<file path="config.mk">
export PLATFORM = sky130hd
export DESIGN_NAME = triangle_generator_flat
export DESIGN_NICKNAME = d
export VERILOG_FILES = /design/src/rtl/triangle_if.sv /design/src/rtl/triangle_generator.sv /design/src/flat_wrapper.sv
export SDC_FILE = /design/constraint.sdc
export NUM_CORES = 1
export LEC_CHECK = 0
export BUFFER_PORTS_ARGS = -buffer_cell sky130_fd_sc_hd__buf_2
export CORE_UTILIZATION = 55
export CTS_BUF_LIST = sky130_fd_sc_hd__clkbuf_4 sky130_fd_sc_hd__clkbuf_8
export CTS_CLUSTER_DIAMETER = 30
export DETAILED_ROUTE_END_ITERATION = 10
export PLACE_DENSITY = 0.82
export SYNTH_ARGS = -nofsm -noshare
export SYNTH_HDL_FRONTEND = slang
export SYNTH_SLANG_ARGS = --single-unit
</file>
<file path="constraint.sdc">
create_clock -name clk -period 2.3 [get_ports clk]
set_clock_uncertainty 0.1 [all_clocks]
set_input_delay 0.345 -clock clk [delete_from_list [all_inputs] [get_ports clk]]
set_output_delay 0.345 -clock clk [all_outputs]
set_load 0.01 [all_outputs]
</file>
<file path="src/rtl/triangle_if.sv">
// Triangle generator bus: step/enable/peak inputs and ramp level plus strobes.
interface triangle_if #(parameter int unsigned N = 8);
  logic         ena;
  logic         step;
  logic [N-1:0] max_level;
  logic [N-1:0] out;
  logic         dir;
  logic         at_peak;
  logic         at_trough;

  modport master (output ena, step, max_level, input out, dir, at_peak, at_trough);
  modport slave  (input ena, step, max_level, output out, dir, at_peak, at_trough);
endinterface

</file>
<file path="src/rtl/triangle_generator.sv">
// Step-driven triangle ramp 0 -> max_level -> 0 with peak/trough strobes.
// Optional macro TRIANGLE_DWELL_EN adds one hold step at each extremum.
module triangle_generator #(
  parameter int unsigned N = 8
) (
  input  logic       clk,
  input  logic       rst,
  triangle_if.slave  bus
);

`ifdef TRIANGLE_DWELL_EN
  typedef enum logic [1:0] {S_UP = 2'd0, S_DOWN = 2'd1, S_HOLD_HI = 2'd2, S_HOLD_LO = 2'd3} state_t;
  localparam state_t AFTER_PEAK   = S_HOLD_HI;
  localparam state_t AFTER_TROUGH = S_HOLD_LO;
`else
  typedef enum logic [0:0] {S_UP = 1'b0, S_DOWN = 1'b1} state_t;
  localparam state_t AFTER_PEAK   = S_DOWN;
  localparam state_t AFTER_TROUGH = S_UP;
`endif

  localparam logic [N-1:0] ZERO = '0;
  localparam logic [N-1:0] ONE  = N'(1);

  state_t       state, state_nxt;
  logic         step_q;
  logic         step_evt;
  logic [N-1:0] out_q, out_nxt;
  logic         dir_q, dir_nxt;
  logic         peak_q, peak_nxt;
  logic         trough_q, trough_nxt;

  // Step history is tracked regardless of ena so re-enabling never fakes an edge.
  assign step_evt = bus.ena & bus.step & ~step_q;

  always_comb begin
    state_nxt  = state;
    out_nxt    = out_q;
    peak_nxt   = 1'b0;
    trough_nxt = 1'b0;
    if (step_evt) begin
      if (bus.max_level == ZERO) begin
        out_nxt   = ZERO;
        state_nxt = S_UP;
      end else begin
        case (state)
          S_UP: begin
            if (out_q < bus.max_level) begin
              out_nxt = out_q + ONE;
              if (out_q + ONE == bus.max_level) begin
                peak_nxt  = 1'b1;
                state_nxt = AFTER_PEAK;
              end
            end else begin
              // Peak was lowered below the current level: clamp and turn around.
              out_nxt   = bus.max_level;
              peak_nxt  = 1'b1;
              state_nxt = AFTER_PEAK;
            end
          end
          S_DOWN: begin
            if (out_q != ZERO) begin
              out_nxt = out_q - ONE;
              if (out_q == ONE) begin
                trough_nxt = 1'b1;
                state_nxt  = AFTER_TROUGH;
              end
            end else begin
              state_nxt = S_UP;
            end
          end
`ifdef TRIANGLE_DWELL_EN
          S_HOLD_HI: state_nxt = S_DOWN;
          S_HOLD_LO: state_nxt = S_UP;
`endif
          default: state_nxt = S_UP;
        endcase
      end
    end
`ifdef TRIANGLE_DWELL_EN
    dir_nxt = (state_nxt == S_UP) || (state_nxt == S_HOLD_LO);
`else
    dir_nxt = (state_nxt == S_UP);
`endif
  end

  always_ff @(posedge clk) begin
    if (rst) begin
      state    <= S_UP;
      step_q   <= 1'b0;
      out_q    <= ZERO;
      dir_q    <= 1'b1;
      peak_q   <= 1'b0;
      trough_q <= 1'b0;
    end else begin
      state    <= state_nxt;
      step_q   <= bus.step;
      out_q    <= out_nxt;
      dir_q    <= dir_nxt;
      peak_q   <= peak_nxt;
      trough_q <= trough_nxt;
    end
  end

  assign bus.out       = out_q;
  assign bus.dir       = dir_q;
  assign bus.at_peak   = peak_q;
  assign bus.at_trough = trough_q;

endmodule

</file>
<file path="src/flat_wrapper.sv">
// flat-port wrapper written by rule: the top's interface ports become plain ports
module triangle_generator_flat 
#(
  parameter int unsigned N = 8
)
  (clk, rst, bus_ena, bus_step, bus_max_level, bus_out, bus_dir, bus_at_peak, bus_at_trough);
  triangle_if #(.N(N)) bus_i ();
  input  logic clk;
  input  logic rst;
  input wire logic [$bits(bus_i.ena)-1:0] bus_ena;
  input wire logic [$bits(bus_i.step)-1:0] bus_step;
  input wire logic [$bits(bus_i.max_level)-1:0] bus_max_level;
  output wire logic [$bits(bus_i.out)-1:0] bus_out;
  output wire logic [$bits(bus_i.dir)-1:0] bus_dir;
  output wire logic [$bits(bus_i.at_peak)-1:0] bus_at_peak;
  output wire logic [$bits(bus_i.at_trough)-1:0] bus_at_trough;
  assign bus_i.ena = bus_ena;
  assign bus_i.step = bus_step;
  assign bus_i.max_level = bus_max_level;
  assign bus_out = bus_i.out;
  assign bus_dir = bus_i.dir;
  assign bus_at_peak = bus_i.at_peak;
  assign bus_at_trough = bus_i.at_trough;
  triangle_generator #(.N(N)) u_core (.clk(clk), .rst(rst), .bus(bus_i));
endmodule
</file>
# Yosys cells after proc, flatten, opt, wreduce, memory -nomap -nowiden
# Cells that the tools add are included.
# totals
output_inout_bits	11
reg_bits	13
in_bits	12
elab_cells	36
# classes
magnitude_cmp	1
n_eq_ne	3
mux	12
bitwise_logic	7
add_sub_neg	2
n_reduce_logical	5
# ops
operator	count
8-bit 2-to-1 mux	3
8-bit case mux with 2 select lines	1
8-bit by 1-bit adder with 8-bit output (second input constant)	1
8-bit by 1-bit equality test with 1-bit output (second input constant)	1
8-bit equality test	1
8-bit logical NOT	1
8-bit less-than comparator	1
8-bit nonzero test	1
8-bit by 1-bit subtractor with 8-bit output (second input constant)	1
1-bit 2-to-1 mux	7
1-bit NOT	5
5-bit OR reduction	1
4-bit OR reduction	1
3-bit inequality test (second input constant)	1
1-bit bitwise AND	2
1-bit case mux with 2 select lines	1
2-bit AND reduction	1

# Logic depth before layout (Yosys ltp)
# Gate-level depths: netlist of run 1.
# logic_depth
depth_word	8
mapped_depth	8
depth_no_buf	8

# Least setup slack after synthesis of run 1
# No wires, ideal clock.
# synth_path
path_kind	flip-flop to flip-flop
start	register u_core.out_q[1] (netlist: u_core.bus.out[1])
end	register u_core.out_q[3] (netlist: u_core.bus.out[3])
arrival_ps	1919
slack_ps	164
setup_ps	117
required_time_ps	2083
stages_incl_launch_ff	8
path_buffers	0
period_less_slack_ps	2136
cell_sequence	dfxtp_1 -> ha_1 -> nor2b_1 -> o211ai_1 -> a21o_1 -> nand2_1 -> or3_1 -> a32o_2
# synth_via
elab_chain_cells	4
word_cells_on_any_way	10
classes_between	2 x add/sub; 1 x order compare; 1 x eq/ne; 4 x mux; 2 x reduce/logical
# synth_rtl
item	line_no	rtl
from (decl)	triangle_generator.sv:27	logic [N-1:0] out_q, out_nxt;
from (signal assigned)	triangle_generator.sv:97	out_q <= out_nxt;
8-bit by 1-bit subtractor with 8-bit output (tied with other cells)	triangle_generator.sv:62	out_nxt = out_q - ONE;
8-bit 2-to-1 mux (on tied branches)	triangle_generator.sv:61, triangle_generator.sv:47	
8-bit case mux with 2 select lines	triangle_generator.sv:45	case (state)
8-bit 2-to-1 mux	triangle_generator.sv:41	if (bus.max_level == ZERO) begin
# Parallel ways exist; a longest one is shown, timed or not. The select of a mux whose other input is x is not followed.
# A chain may end at the register's enable or synchronous reset.

==> results of run 1 <==
## through the flow
step | power [uW] | instances | hold slack [ns] | utilization, % | area (sq um)
floorplan | 307 | 152 | 0.317 | - | 1230
global placement | 341 | 205 | 0.436 | 69.7 | 1410
detailed placement | 346 | 205 | 0.441 | 69.7 | 1410
CTS | 511 | 209 | 0.185 | 71.2 | 1440
global route | 535 | 209 | 0.187 | 71.3 | 1440
finish | 510 | 209 | 0.184 | 71.3 | 1440
## final timing paths
| kind | startpoint | endpoint | cells past startpoint |
|---|---|---|---|
| worst max register to register | u_core.bus.out[0] | flop | 7 |
| worst min register to register | u_core.bus.out[1] | u_core.bus.out[1] | 2 |
| worst max-delay path | u_core.bus.out[0] | flop | 7 |
| worst min-delay path | bus_step | u_core.step_q | 2 |
## flip-flops by register name, summed over array words and instances (netlist names), named ones only
name	cells
u_core.bus.out	8
u_core.bus.at_peak	1
u_core.bus.at_trough	1
u_core.bus.dir	1
u_core.step_q	1
## critical path, stage by stage (launching register included)
cell,delay (ns)
dfxtp_1,0.46
ha_1,0.26
nand3_1,0.23
or3_1,0.44
o211ai_1,0.09
nor3_1,0.07
a21oi_1,0.28
o21ai_0,0.14
## Yosys cell counts (all sizes together)
| master | number |
|---|---|
| nor3 | 4 |
| o21bai | 1 |
| o211ai | 2 |
| clkbuf | 1 |
| nor2 | 12 |
| nand2 | 11 |
| nand3 | 6 |
| nand2b | 1 |
| or4b | 1 |
| a32oi | 4 |
| nor4bb | 1 |
| xor2 | 5 |
| or2 | 2 |
| mux2 | 1 |
| o21ai | 10 |
| dfxtp | 13 |
| a21o | 2 |
| nand4 | 2 |
| nand3b | 1 |
| o31ai | 2 |
| ha | 12 |
| a211oi | 4 |
| a21oi | 9 |
| o21a | 1 |
| or4 | 3 |
| and2 | 3 |
| or3 | 2 |
| nor2b | 2 |
| a32o | 1 |
| and3 | 3 |
| o2111ai | 1 |
| a22o | 1 |
| xnor2 | 13 |
| buf | 5 |
| a22oi | 1 |
| inv | 9 |
## layout make-up
type,count,share of cell area [%]
Clock buffer,4,2.08
Inverter,9,2.34
Multi-Input combinational cell,124,62.2
Sequential cell,13,18.1
Tap cell,27,2.34
Timing Repair Buffer,32,12.8
## layer usage
layer  vias up  global-route usage [%]  wire length, microns
li1        605                       -                     -
met1       599                    37.8                  1360
met2        81                    55.7                  1590
met3        12                    4.67                   298
met4         0                    14.2                    95
met5         -                       0                     0
## report_power, final
part | switching (uW) | total (uW) | internal [uW]
Clock | 87.7 | 167 | 79.4
Sequential | 4.64 | 233 | 228
Combinational | 61.3 | 109 | 48.1
## cell families after synthesis
logic type                 after synthesis  synth area share (%)
AOI/OAI and AO/OA                       39                  22.4
xor gates and xnor gates                18                  12.8
adders and majority gates               12                  12.2
buffers and inverters                   15                  5.80
DFF                                     13                  21.2
muxes                                    1                 0.916
and+or+nand+nor                         54                  24.6
==> impl_metrics.ini, run 1 <==
[finish]
nNetsFinal = 207
final-seq-area_sq_um = 262
final_common_cell = buf_2
fillers = 173
drive_above_1_share_pct = 26.4
antenna_cells = 0
layout.cells.most_common_list = buf_2 (22), xnor2_1 (13), nor2_1 (12), ha_1 (12), dfxtp_1 (12)
multi_input_area_sq_um = 897
area_growth_syn_to_layout_pct = 17.3

[grt]
grt_pass1_vias = 1320
globalRoute.totalOverflow = 0
grt_max_degree = 16
grt_pass1_wl_microns = 5800
grt_use_total_pct = 31.8
antenna_found_initial = 0

[drt]
ant_nets = 0
post_drt_wl_per_cell_microns = 16.0
vias = 1297
drc = 0
wirelength_microns = 3340
drt-initial-drc-count = 74
via_per_inst = 6.21
firstDrtPassIters = 5

[logic_synthesis]
ys_seq_area_share_pct = 21.2
yosys_warnings = 0
netlist_area_sq_um = 1230
syn_inst = 152
synth.distinct_cells = 47
synth.ff_latch_count = 13
yosysTopAreaCell = dfxtp_1
syn_area_per_cell_sq_um = 8.08
synth_top_area_share_pct = 21.2
synth_nets = 176
ys_top_cells_by_area = dfxtp_1 (21%), ha_1 (12%), xnor2_1 (9.3%), nor2_1 (3.7%), xor2_1 (3.6%)

[clock_network]
holdBufCountCts = 0
clock_latency_ns = 0.29
cts_resized = 0
cts_made_buffers = 3
cts-root-buf = clkbuf_4
cts_buffer_depth = 2
cts.reportedPaths.clkPinSlew_ns = 0.09
htree_levels = 1
cts_setup_buffers = 0
cts_tree = yes
clock_sinks = 13

[critical_path]
worstPathRequired_ns = 2.38
critical_path_class = flop to flop
startpoint_type = flop
crit_path_max_fanout = 7
end_kind = flop
arrival_ns = 2.26
r2r_slack_ns = 0.11

[worst_hold_path]
hp-class = primary input to flop

[die]
floorplan.die_area_sq_um = 2430
ios = 23
core-area_sq_um = 2020
rows = 16
dieHeight_microns = 49.3
die_w_microns = 49.3
initial_core_util_pct = 60.8

[sta]
rsz0062_at_grt = false
final-setup-viol-count = 0
tns_ns = 0
finalMaxSlewViolations = 0
fin_crit_ns = 2.19
period_share_pct = 95.0
maxSlewHeadroom_pct = 70.9
hold_viol = 0
fmax_ghz = 0.457
tightest_slew_ns = 0.437
setup_ws_ns = 0.114

[power]
p_leak_uw = 0.000662
power_density_nw_per_um2 = 354
max-vdd-ir-drop_v = 0.000359

[job]
drv_cap = 0

[status]
status = completed

[placement]
place_ws_ns = 0.0288
place_congestion = 0.955
port_buffers = 22
dp_hpwl_microns = 2550
No activity file was read; power rests on OpenSTA's default activity.
==> inputs of run 2 (changes only) <==
--- a/config.mk
+++ b/config.mk
@@ -5,12 +5,12 @@
 export SDC_FILE = /design/constraint.sdc
 export NUM_CORES = 1
 export LEC_CHECK = 0
-export BUFFER_PORTS_ARGS = -buffer_cell sky130_fd_sc_hd__buf_2
 export CORE_UTILIZATION = 55
 export CTS_BUF_LIST = sky130_fd_sc_hd__clkbuf_4 sky130_fd_sc_hd__clkbuf_8
 export CTS_CLUSTER_DIAMETER = 30
 export DETAILED_ROUTE_END_ITERATION = 10
-export PLACE_DENSITY = 0.82
+export DONT_BUFFER_PORTS = 1
+export PLACE_DENSITY = 0.73
 export SYNTH_ARGS = -nofsm -noshare
 export SYNTH_HDL_FRONTEND = slang
 export SYNTH_SLANG_ARGS = --single-unit
==> run 2 against run 1 <==
Die area unchanged. Utilization decreased by 5.6 points. Worst setup slack improved by 0.047 ns. Via count decreased by 10%. Register-to-register slack improved by 0.05 ns. Cell count decreased by 11%. Fmax increased by 2.2%.
==> impl_metrics.ini, run 2 (same netlist as run 1, synthesis figures left out) <==
[sta]
final-setup-viol-count = 0
maxSlewHeadroom_pct = 69.1
period_share_pct = 93.0
setup_ws_ns = 0.161
worst_hold_slack_ns = 0.0247
fmax_ghz = 0.467
rsz0062_at_grt = false
tns_ns = 0
tightest_slew_ns = 0.464
finalMaxSlewViolations = 0
fin_crit_ns = 2.14
hold_viol = 0

[critical_path]
startpoint_type = flop
path_delay_family = simple AND/OR/NAND/NOR gates
arrival_ns = 2.22
crit_path_top_delay_cell = dfxtp_1
path_cells = inv_1, ha_1, xor2_1, nor2_1, nand4_1, nor3_1, a21oi_1, o21a_1
regToRegEndpoint = u_core.bus.dir
slowest_delay_ns = 0.44
r2r_cells = 8
critical_path_class = flop to flop
critPathBufInv = 1
end_kind = flop
r2r-start = u_core.bus.out[0]
worstPathRequired_ns = 2.38
crit_path_max_fanout = 7
r2r_slack_ns = 0.16

[finish]
drive_above_1_share_pct = 16.3
fin_cells = 187
largest_reg_flops = 8
antenna_cells = 0
utilization_pct = 65.7
final_common_cell = xnor2_1
area_growth_syn_to_layout_pct = 8.15
nNetsFinal = 185
layout.cells.most_common_list = xnor2_1 (13), nor2_1 (12), ha_1 (12), dfxtp_1 (12)

[job]
drv_cap = 0

[placement]
dp.cells = 183
port_buffers = 0
place_ws_ns = 0.105
dp_hpwl_microns = 2420
place_congestion = 0.992

[die]
ios = 23
initial_core_util_pct = 60.8
dieHeight_microns = 49.3
die_w_microns = 49.3
rows = 16
core-area_sq_um = 2020
floorplan.die_area_sq_um = 2430

[clock_network]
htree_levels = 1
cts-root-buf = clkbuf_4
clock_sinks = 13
cts_buffer_depth = 2
cts_made_buffers = 3
cts.reportedPaths.clkPinSlew_ns = 0.09
cts_tree = yes
clock_latency_ns = 0.28

[power]
p_leak_uw = 0.000562
max-vdd-ir-drop_v = 0.000339
power_density_nw_per_um2 = 355

[worst_hold_path]
hold_depth = 1
holdPathEnd = u_core.step_q
hp-class = primary input to flop
hold_start = rst

[drt]
via_per_inst = 6.21
drc = 0
firstDrtPassIters = 4
ant_nets = 0
drt-initial-drc-count = 42
wirelength_microns = 3050
post_drt_wl_per_cell_microns = 16.3
vias = 1161

[grt]
grt_pass1_vias = 1123
grt_pass1_wl_microns = 5180
globalRoute.totalOverflow = 0
antenna_found_initial = 0
grt_max_degree = 16
grt_use_total_pct = 27.7

[status]
status = completed
[run 2: cell types whose count changed in the layout (fill, tap and decap cells not counted)]
cell	change
clkinv_2	+1
and2_0	-1
and2_1	+1
clkbuf_4	-1
buf_2	-22
[run 2: cell type report]
type / instances / area (sq um)
fillers: 185 / 693
flip-flops and latches: 13 / 262
well taps: 27 / 33.8
clock buffers: 3 / 22.5
inverters: 9 / 33.8
multi-input cells: 124 / 897
clock inverters: 1 / 5.00
repair buffers: 10 / 75.1
[run 2: worst max path at each step]
| stage | startpoint | endpoint | slack [ns] | cells after the start |
|---|---|---|---|---|
| 2_1_floorplan | u_core.bus.out[1] | u_core.bus.out[3] | 0.16 | 7 |
| 3_3_place_gp | u_core.bus.out[1] | u_core.bus.out[3] | 0.18 | 7 |
| 3_5_place_dp | u_core.bus.out[1] | u_core.bus.out[3] | 0.10 | 7 |
| 4_1_cts | u_core.bus.out[1] | u_core.bus.out[3] | 0.08 | 7 |
| 5_1_grt | u_core.bus.out[0] | u_core.bus.out[0] | 0.04 | 8 |
| 6_report | u_core.bus.out[0] | u_core.bus.dir | 0.16 | 8 |
[run 2: where the power goes]
group          internal [uW]  switching (uW)  total [uW]
Combinational           40.8            49.4        90.2
Clock                   64.5            84.5         149
Sequential               228            4.46         233
[run 2: stage by stage]
stage	area [sq um]	total power, uW
2_1_floorplan	1230	307
3_3_place_gp	1300	325
3_5_place_dp	1300	328
4_1_cts	1330	479
5_1_grt	1330	500
6_report	1330	472
[run 2: worst register-to-register path: cells and delay by family (launching register included)]
family          cells  cell delay, ns
simple gates        3            0.51
compound gates      2            0.34
buf+inv             1            0.12
xor+xnor            1            0.17
fa+ha+maj           1            0.35
flops               1            0.44
[run 2: timing repair]
item                       4_1_cts  5_1_grt
setup endpoints to repair        0        4
resized for setup                0        2
hold buffers                     0        0
buffers inserted                 0        0
[run 2: layer usage]
layer | vias to the layer above | wire length, microns | GRT usage (%)
li1 | 563 | - | -
met1 | 546 | 1350 | 36.9
met2 | 50 | 1450 | 43.6
met3 | 2 | 222 | 8.10
met4 | 0 | 29 | 6.37
met5 | - | 0 | 0
==> inputs of run 3 (changes only) <==
--- a/config.mk
+++ b/config.mk
@@ -5,6 +5,7 @@
 export SDC_FILE = /design/constraint.sdc
 export NUM_CORES = 1
 export LEC_CHECK = 0
+export CORE_ASPECT_RATIO = 0.6
 export CORE_UTILIZATION = 55
 export CTS_BUF_LIST = sky130_fd_sc_hd__clkbuf_4 sky130_fd_sc_hd__clkbuf_8
 export CTS_CLUSTER_DIAMETER = 30
==> run 3 against run 2 <==
Register-to-register slack is essentially flat. Power grew 18%. Global-route usage grew 2.6 points. First-iteration DRC count grew 150%. Combinational power grew 4.2%.
==> impl_metrics.ini, run 3 (same netlist as run 1, synthesis figures left out) <==
[status]
status = completed

[die]
dieHeight_microns = 38.6
ios = 23
die_w_microns = 63.0
core-area_sq_um = 1970
rows = 12
floorplan.die_area_sq_um = 2430
initial_core_util_pct = 62.5

[critical_path]
arrival_ns = 2.18
r2r_cells = 7
startpoint_type = flop
slowest_delay_ns = 0.46
regToRegEndpoint = u_core.bus.out[3]
critPathBufInv = 0
end_kind = flop
path_cells = ha_1, nor2b_1, o211ai_1, a21o_1, nand2_1, or3_1, a32o_2
r2r-start = u_core.bus.out[1]
worstPathRequired_ns = 2.35
r2r_slack_ns = 0.17
path_delay_family = simple AND/OR/NAND/NOR gates
crit_path_top_delay_cell = dfxtp_1
crit_path_max_fanout = 7
critical_path_class = flop to flop

[worst_hold_path]
hold_start = rst
holdPathEnd = u_core.step_q
hp-class = primary input to flop
hold_depth = 1

[sta]
fmax_ghz = 0.469
worst_hold_slack_ns = 0.0589
fin_crit_ns = 2.13
period_share_pct = 92.7
rsz0062_at_grt = false
hold_viol = 0
tightest_slew_ns = 0.514
final-setup-viol-count = 0
finalMaxSlewViolations = 0
maxSlewHeadroom_pct = 65.7
tns_ns = 0

[finish]
area_growth_syn_to_layout_pct = 11.7
drive_above_1_share_pct = 17.2
largest_reg_flops = 8
utilization_pct = 69.8
fillers = 166
antenna_cells = 0
post-route-cell-area_sq_um = 1370
layout.cells.most_common_list = xnor2_1 (13), dfxtp_1 (13), buf_4 (13)
nNetsFinal = 188

[job]
drv_cap = 0

[grt]
globalRouteMet3Util_pct = 5.88
grt-busiest-layer = met2
grt_use_total_pct = 30.3
grt_max_degree = 16
globalRouteMet2Util_pct = 50.5
met1_usage_pct = 39.7
antenna_found_initial = 0
grt_pass1_vias = 1076
grt_pass1_wl_microns = 5240
globalRoute.totalOverflow = 0

[clock_network]
holdBufCountCts = 0
htree_levels = 1
cts_made_buffers = 3
clock_sinks = 13
cts_tree = yes
cts_setup_buffers = 0
clock_latency_ns = 0.26
cts.reportedPaths.clkPinSlew_ns = 0.06
cts_buffer_depth = 2
cts-root-buf = clkbuf_8
cts_resized = 0

[drt]
vias = 1163
ant_nets = 0
drc = 0
drt-initial-drc-count = 103
wirelength_microns = 3230
post_drt_wl_per_cell_microns = 16.9
firstDrtPassIters = 4
via_per_inst = 6.09

[power]
clkPwrFrac_pct = 41.5
power_frac_comb_pct = 16.8
max-vdd-ir-drop_v = 0.000287
switching_share_pct = 27.5
power.switching_uw = 154
power_density_nw_per_um2 = 407
total_power_uw = 559
power.internal_uw = 406
pwr-share-seq_pct = 41.7
p_leak_uw = 0.000582

[placement]
place_congestion = 0.923
port_buffers = 0
dp_hpwl_microns = 2550
postPlaceCellArea_sq_um = 1320
run 3: power by group through the flow:
stage               sequential (uW)  clock (uW)  combinational (uW)
finish                          233         232                94.0
detailed placement              238           0                91.4
CTS                             233         231                92.6
global placement                238           0                90.0
floorplan                       239           0                68.2
global route                    233         242                 103
run 3: layer usage:
layer,wire [microns],up-vias
li1,-,570
met1,1490,541
met2,1410,47
met3,291,5
met4,42,0
met5,0,-
run 3: final cells by class:
type | instances | area, sq um | area share, %
clock buffers | 4 | 48.8 | 3.56
inverters | 9 | 33.8 | 2.46
multi-input cells | 124 | 897 | 65.4
flip-flops and latches | 13 | 260 | 19.0
well taps | 28 | 35.0 | 2.55
repair buffers | 13 | 97.6 | 7.11
run 3: per-stage QoR:
step | worst slack, ns | instances
2_1_floorplan | 0.164 | 152
3_3_place_gp | 0.224 | 187
3_5_place_dp | 0.208 | 187
4_1_cts | 0.170 | 191
5_1_grt | 0.0394 | 191
6_report | 0.169 | 191
run 3: worst register-to-register path: cells and delay by family, from the launching register on:
kind / cells / cell delay, ns
and+or+nand+nor: 3 / 0.59
AOI/OAI and AO/OA: 3 / 0.59
DFF: 1 / 0.46
adders and majority gates: 1 / 0.29
run 3: how the worst max path moves through the flow:
stage	cells after the start	end	slack [ns]	start
floorplan	7	u_core.bus.out[3]	0.16	u_core.bus.out[1]
global placement	9	u_core.bus.out[1]	0.22	u_core.bus.out[0]
detailed placement	7	u_core.bus.out[3]	0.21	u_core.bus.out[1]
CTS	7	u_core.bus.out[3]	0.17	u_core.bus.out[1]
global route	9	u_core.bus.out[1]	0.04	u_core.bus.out[0]
finish	7	u_core.bus.out[3]	0.17	u_core.bus.out[1]
